File: config.mk
export PLATFORM = sky130hd
export DESIGN_NAME = instr_word_serializer
export DESIGN_NICKNAME = d
export VERILOG_FILES = /design/src/rtl/instr_word_serializer_pkg.sv /design/src/rtl/instr_word_serializer.sv
export SDC_FILE = /design/constraint.sdc
export NUM_CORES = 1
export LEC_CHECK = 0
export ABC_CLOCK_PERIOD_IN_PS = 4900
export CAP_MARGIN = 20
export CORE_UTILIZATION = 34
export CTS_CLUSTER_DIAMETER = 30
export DETAILED_ROUTE_END_ITERATION = 10
export GPL_ROUTABILITY_DRIVEN = 1
export SLEW_MARGIN = 20
export SYNTH_ARGS = -nofsm -noshare
export SYNTH_HDL_FRONTEND = slang
export SYNTH_SLANG_ARGS = --single-unit
File: constraint.sdc
create_clock -name clk -period 4.9 [get_ports clk]
set_input_delay 0.49 -clock clk [delete_from_list [all_inputs] [get_ports clk]]
set_output_delay 0.49 -clock clk [all_outputs]
set_load 0.02 [all_outputs]
File: src/rtl/instr_word_serializer_pkg.sv
// -----------------------------------------------------------------------------
// instr_word_serializer_pkg
// Shared fetch-side definitions for the instruction word serializer:
//   WORD_W          - width of every instruction / immediate word
//   IMM_BIT_DEFAULT - default position of the "immediate follows" flag
//   state_e         - serializer FSM states
// -----------------------------------------------------------------------------
package instr_word_serializer_pkg;

    localparam int WORD_W          = 16;
    localparam int IMM_BIT_DEFAULT = 2;

    typedef enum logic [1:0] {
        IDLE       = 2'd0,
        EMIT_INSTR = 2'd1,
        EMIT_IMM   = 2'd2
    } state_e;

endpackage : instr_word_serializer_pkg

File: src/rtl/instr_word_serializer.sv
// -----------------------------------------------------------------------------
// instr_word_serializer
// Takes one instruction (optionally followed by an immediate word) per input
// handshake and emits it as a stream of 16-bit words, each tagged with a
// running word address. One word per cycle, no bubbles between transactions.
//
// Ports:
//   clk        - clock, rising edge
//   rst_n      - asynchronous active-low reset
//   in_valid   - producer offers an instruction
//   in_ready   - instruction accepted this cycle when in_valid is also high
//   in_instr   - instruction word; bit IMM_BIT set means an immediate follows
//   in_imm     - immediate word, only captured when the flag is set
//   out_valid  - out_word / out_addr / out_is_imm are valid
//   out_ready  - consumer takes the presented word
//   out_word   - emitted word
//   out_addr   - word address of out_word (wraps silently)
//   out_is_imm - presented word is an immediate
// -----------------------------------------------------------------------------
module instr_word_serializer
    import instr_word_serializer_pkg::*;
#(
    parameter int ADDR_W  = 12,
    parameter int IMM_BIT = IMM_BIT_DEFAULT
) (
    input  logic              clk,
    input  logic              rst_n,
    input  logic              in_valid,
    output logic              in_ready,
    input  logic [WORD_W-1:0] in_instr,
    input  logic [WORD_W-1:0] in_imm,
    output logic              out_valid,
    input  logic              out_ready,
    output logic [WORD_W-1:0] out_word,
    output logic [ADDR_W-1:0] out_addr,
    output logic              out_is_imm
);

    localparam logic [ADDR_W-1:0] ADDR_ONE = {{(ADDR_W-1){1'b0}}, 1'b1};

    state_e              state_reg, state_next;
    logic [WORD_W-1:0]   instr_reg;
    logic [WORD_W-1:0]   imm_reg;
    logic                has_imm_reg;
    logic [ADDR_W-1:0]   addr_reg;
    logic                accept;
    logic                out_fire;

    // Outputs and next state. in_ready is high whenever the word currently on
    // the output is the last one of its transaction and is leaving this cycle,
    // so a new instruction can land directly behind it.
    always_comb begin
        state_next = state_reg;
        in_ready   = 1'b0;
        out_valid  = 1'b0;
        out_is_imm = 1'b0;
        out_word   = '0;

        case (state_reg)
            IDLE: begin
                in_ready = 1'b1;
            end
            EMIT_INSTR: begin
                out_valid = 1'b1;
                out_word  = instr_reg;
                in_ready  = !has_imm_reg && out_ready;
            end
            EMIT_IMM: begin
                out_valid  = 1'b1;
                out_is_imm = 1'b1;
                out_word   = imm_reg;
                in_ready   = out_ready;
            end
            default: begin
                in_ready = 1'b0;
            end
        endcase

        accept   = in_valid && in_ready;
        out_fire = out_valid && out_ready;

        case (state_reg)
            IDLE: begin
                if (accept) state_next = EMIT_INSTR;
            end
            EMIT_INSTR: begin
                if (out_ready) begin
                    if (has_imm_reg) state_next = EMIT_IMM;
                    else if (accept) state_next = EMIT_INSTR;
                    else             state_next = IDLE;
                end
            end
            EMIT_IMM: begin
                if (out_ready) state_next = accept ? EMIT_INSTR : IDLE;
            end
            default: begin
                state_next = IDLE;
            end
        endcase
    end

    always_ff @(posedge clk or negedge rst_n) begin
        if (!rst_n) begin
            state_reg   <= IDLE;
            instr_reg   <= '0;
            imm_reg     <= '0;
            has_imm_reg <= 1'b0;
            addr_reg    <= '0;
        end else begin
            state_reg <= state_next;
            if (accept) begin
                instr_reg   <= in_instr;
                has_imm_reg <= in_instr[IMM_BIT];
                // The immediate input is don't-care without the flag.
                if (in_instr[IMM_BIT]) imm_reg <= in_imm;
            end
            if (out_fire) addr_reg <= addr_reg + ADDR_ONE;
        end
    end

    assign out_addr = addr_reg;

endmodule : instr_word_serializer
After elaboration in Yosys (flattened, before gate mapping) --
Index checks and enable logic that the tools add are counted.
Storage, ports and cells: logic and storage cells 29, output and inout port bits 31, flip-flop bits (word level) 47, input port bits 36
Cells by class: equal/unequal tests 5, muxes and demuxes 10, add/sub/neg operators 1, reduce and logical (&&, ||, !) cells 8
Operator list (count):
- $pmux W16 S2 | 1
- $add A12 B1 Y12 const B | 1
- $mux W2 | 4
- $ne A2 B2 Y1 const B | 3
- $pmux W2 S3 | 1
- $logic_and A1 B1 Y1 | 3
- $mux W1 | 3
- $pmux W1 S3 | 1
- $reduce_and A3 Y1 | 1
- $eq A2 B1 Y1 const B | 1
- $eq A2 B2 Y1 const B | 1
- $logic_not A2 Y1 | 1
- $reduce_and A2 Y1 | 1
- $reduce_or A2 Y1 | 1
- $logic_not A1 Y1 | 1

Logic depth before layout (Yosys ltp) --
depth in word-level cells 8, mapped depth 9, gate-level depth less buffers 6

Worst setup path before layout --
No wires, ideal clock.
kind register to register, start register state_reg[0], end register imm_reg[0], arrival 2110 ps, path buffers 3, cell stages (with the launch flop) 10, setup slack 2662 ps, cell sequence dfrtp_1 inv_1 ha_1 buf_4 nor2_1 a211oi_4 and2_1 buf_6 buf_8 mux2_1
Between the ends: cells in the longest elaborated chain, start to end 4, elaborated cells between the ends (all ways) 6, those cells by class eq/ne (2); mux (1); reduce/logical (3)
Ends and longest elaborated chain:
- start: declaration | line instr_word_serializer.sv:41 | state_e state_reg, state_next;
- start signal: assignment | line instr_word_serializer.sv:110 | state_reg <= state_next;
- $eq A2 B2 Y1, or another cell as far along | line instr_word_serializer.sv:59 | case (state_reg)
- $pmux W1 S3 (*) | line instr_word_serializer.sv:59
- $logic_and A1 B1 Y1 (*) | line instr_word_serializer.sv:79 | accept = in_valid && in_ready;
- $reduce_and A2 Y1 (no source line) (*)
- end signal: assignment | line instr_word_serializer.sv:115 | if (in_instr[IMM_BIT]) imm_reg <= in_imm;
- end: declaration | line instr_word_serializer.sv:43 | logic [WORD_W-1:0] imm_reg;
Mark *: on every way between the ends. The rest lies on a longest branch, timed or not. A chain may end at the register's enable or synchronous reset.

Worst setup path in the final report --
start register state_reg[1], end output in_ready
Between the ends: cells in the longest elaborated chain, start to end 2, elaborated cells between the ends (all ways) 4, those cells by class eq/ne (2); mux (1); reduce/logical (1)
Ends and longest elaborated chain:
- $eq A2 B2 Y1, or another cell as far along | line instr_word_serializer.sv:59
- $pmux W1 S3 (*) | line instr_word_serializer.sv:59
- end: declaration | line instr_word_serializer.sv:29 | output logic in_ready,
Marks and branches as above.

==> run_results.csv <==
group,metric,value,unit
cts,clkLatencyLatePin,290,ps
worst_setup_path,cp.required,4410,ps
cts,cts_resized,0,
finish,fin_area,2964,um2
drt,firstDrtPassIters,4,
worst_setup_path,end_kind,"output pin",
drt,wl_per_cell,14.70,um
sta,fin_tns_setup,0,ps
logic_synthesis,synth-edff-count,0,
logic_synthesis,async_reset_ff_share,100.0,%
grt,grt_start_max_net_pins,47,
run_status,status,"finished clean",
cts,clockBufferDepth,2,
cts,post_cts_buffers,0,
die,die_area,6708,um2
cts,cts_inserted_buffers,5,
worst_setup_path,crit_arrival,2570,ps
die,ioPinCount,67,
placement,port_buffers,66,
die,die_w,81.91,um
sta,fmax,0.3268,GHz
drt,vias,1549,
worst_setup_path,criticalPathCategory,"register to output pin",
die,coreArea,6026,um2
finish,syn2layout_area_growth,36.54,%
logic_synthesis,synthTopCellsByCount,"dfrtp_1 (46), mux2_2 (23), a22oi_1 (16), nor2b_1 (16), mux2_1 (10)",
placement,dpl.hpwl,3162,um
cts,root_buffer,"clkbuf_8",
sta,worstMarginPinSlew,790.4,ps
grt,antenna_found_initial,0,
cts,h-tree-depth,2,
drt,ant_nets,0,
die,start_util,36.03,%
placement,dpl_cell_area,2867,um2
pwr,ir_drop,0.2725,mV
logic_synthesis,synthDistinctLibCells,28,
worst_setup_path,slowest_stage,"ha_1",
finish,diodes,0,
grt,grt_pass1_wl,7548,um
logic_synthesis,yosys.area.top_type_share,53.03,%
logic_synthesis,synth_area_leaders,"dfrtp_1 (53%), mux2_2 (12%), a22oi_1 (5.5%)",
logic_synthesis,synth_ff_type,"dfrtp_1",
logic_synthesis,ys_ff_latch,46,
logic_synthesis,syn_nets,215,
worst_setup_path,crit_buf_inv,2,
sta,fin_crit_sh,62.44,%
worst_setup_path,crit_family,"buffers and inverters",
drt,avgViaCountPerCell,4.917,
finish,fin_util,49.19,%
cts,clkTransAtPathRegs,80,ps
logic_synthesis,ys_warn_count,0,
worst_setup_path,critical_path.max_fanout,19,
sta,relSlewSlack,47.30,%
finish,num-fill-cells,586,
sta,fin_crit,3060,ps
sta,slew_viol_final,0,
finish,fin_nets,280,
cts,cts.sinks,46,
grt,grt_pass1_vias,1507,
sta,hold_slack,185.3,ps
pwr,p_leak,1.194,nW
placement,gp_congestion,0.7005,
drt,routed_wl,4630,um
die,rows,28,
die,die_h,81.91,um
logic_synthesis,syn_area_per_cell,12.48,um2
sta,rsz0062_at_grt,"false",
min_path,worstHoldPathType,"input pin to asynchronous set/reset pin",
pwr,p_per_area,626.4,nW/um2
logic_synthesis,yosys.area.top_type,"dfrtp_1",
sta,skew,4.087,ps
logic_synthesis,yosysMostFrequentCell,"dfrtp_1",
worst_setup_path,cp-start-kind,"register",
worst_setup_path,cp_cell_sequence,"inv_1 > ha_1 > nand2b_2 > nand2b_1 > a21oi_1 > nor2_1 > clkdlybuf4s50_1",
sta,hold_viol,0,
job,cap_violations,0,
cts,holdBufCountCts,0,
logic_synthesis,seq_area_frac_synth,53.03,%
logic_synthesis,syn_inst,174,
cts,cts_tree,"done",
worst_setup_path,cpPeakStageDelay,680,ps
grt,grt-ovfl-total,0,
finish,drive_gt1_share,14.58,%
grt,grt_use_total,15.32,%
drt,drtIter0Drc,93,
drt,route.detailed.drc,0,
logic_synthesis,synthesis.area,2171,um2
sta,setup_violations,0,
## final timing paths
kind / startpoint / to / slack (ps) / cells past startpoint
min: rst_n / out_addr[6]$_DFFE_PN0P_ / 190 / 1
min in group clk: out_addr[11]$_DFFE_PN0P_ / out_addr[11]$_DFFE_PN0P_ / 470 / 1
min reg2reg: out_addr[11]$_DFFE_PN0P_ / out_addr[11]$_DFFE_PN0P_ / 470 / 1
max: state_reg[1]$_DFFE_PN0P_ / in_ready / 1840 / 7
max reg2reg: state_reg[0]$_DFFE_PN0P_ / imm_reg[8]$_DFFE_PN0P_ / 2130 / 6
max in group asynchronous: rst_n / out_addr[9]$_DFFE_PN0P_ / 4310 / 1
## layout make-up
class,count,area [um2],area share [%]
flip-flops and latches,46,1151,38.83
inverters,4,15.01,0.5065
well taps,75,93.84,3.166
multi-input cells,115,943.4,31.83
repair buffers,67,665.6,22.46
clock inverters,2,12.51,0.4221
clock buffers,6,82.58,2.786
## per-stage QoR
step | std cells | power (mW) | setup slack (ps)
after detailed placement | 307 | 1.639 | 2076
after CTS | 315 | 1.887 | 1791
after floorplan | 174 | 1.290 | 2662
after global placement | 307 | 1.626 | 2157
final | 315 | 1.857 | 1840
after global routing | 315 | 1.995 | 1669
## routing by layer
metal  GRT usage [%]  up-vias  wire length (um)
li1                -      737                 -
met1           22.01      761              2181
met2           22.64       46              2154
met3           3.333        5               245
met4           5.263        0                48
met5               0        -                 0
## report_power, final
| part | internal, mW | switching (mW) |
|---|---|---|
| clock | 0.113 | 0.126 |
| sequential | 0.547 | 0.106 |
| combinational | 0.496 | 0.468 |
| total | 1.16 | 0.700 |
## logic make-up (layout without fill, tap and decap cells)
kind of cell	Yosys count	count (layout)	share of synthesized area, %
fa+ha+maj	5	5	2.882
simple gates	43	43	10.84
compound gates	23	23	8.185
xor+xnor	11	11	4.438
buf+inv	13	79	3.515
mux	33	33	17.12
flops	46	46	53.03
## worst reg2reg max path: stages (launching register included)
cell	delay [ps]
dfrtp_1	420
inv_1	90
ha_1	660
nor2_1	180
a211oi_4	280
and2_1	620
mux2_2	410
## cell usage in the layout (no fill, tap or decap), drive strengths merged, types with 3 or more instances in the layout
cell type       n
a22oi          16
clkbuf          6
clkdlybuf4s50  65
dfrtp          46
ha              5
inv             4
mux2           33
nand2           6
nand2b          3
nand4           5
nor2            9
nor2b          16
xnor2           8
xor2            3
(Power assumes the default switching activity.)
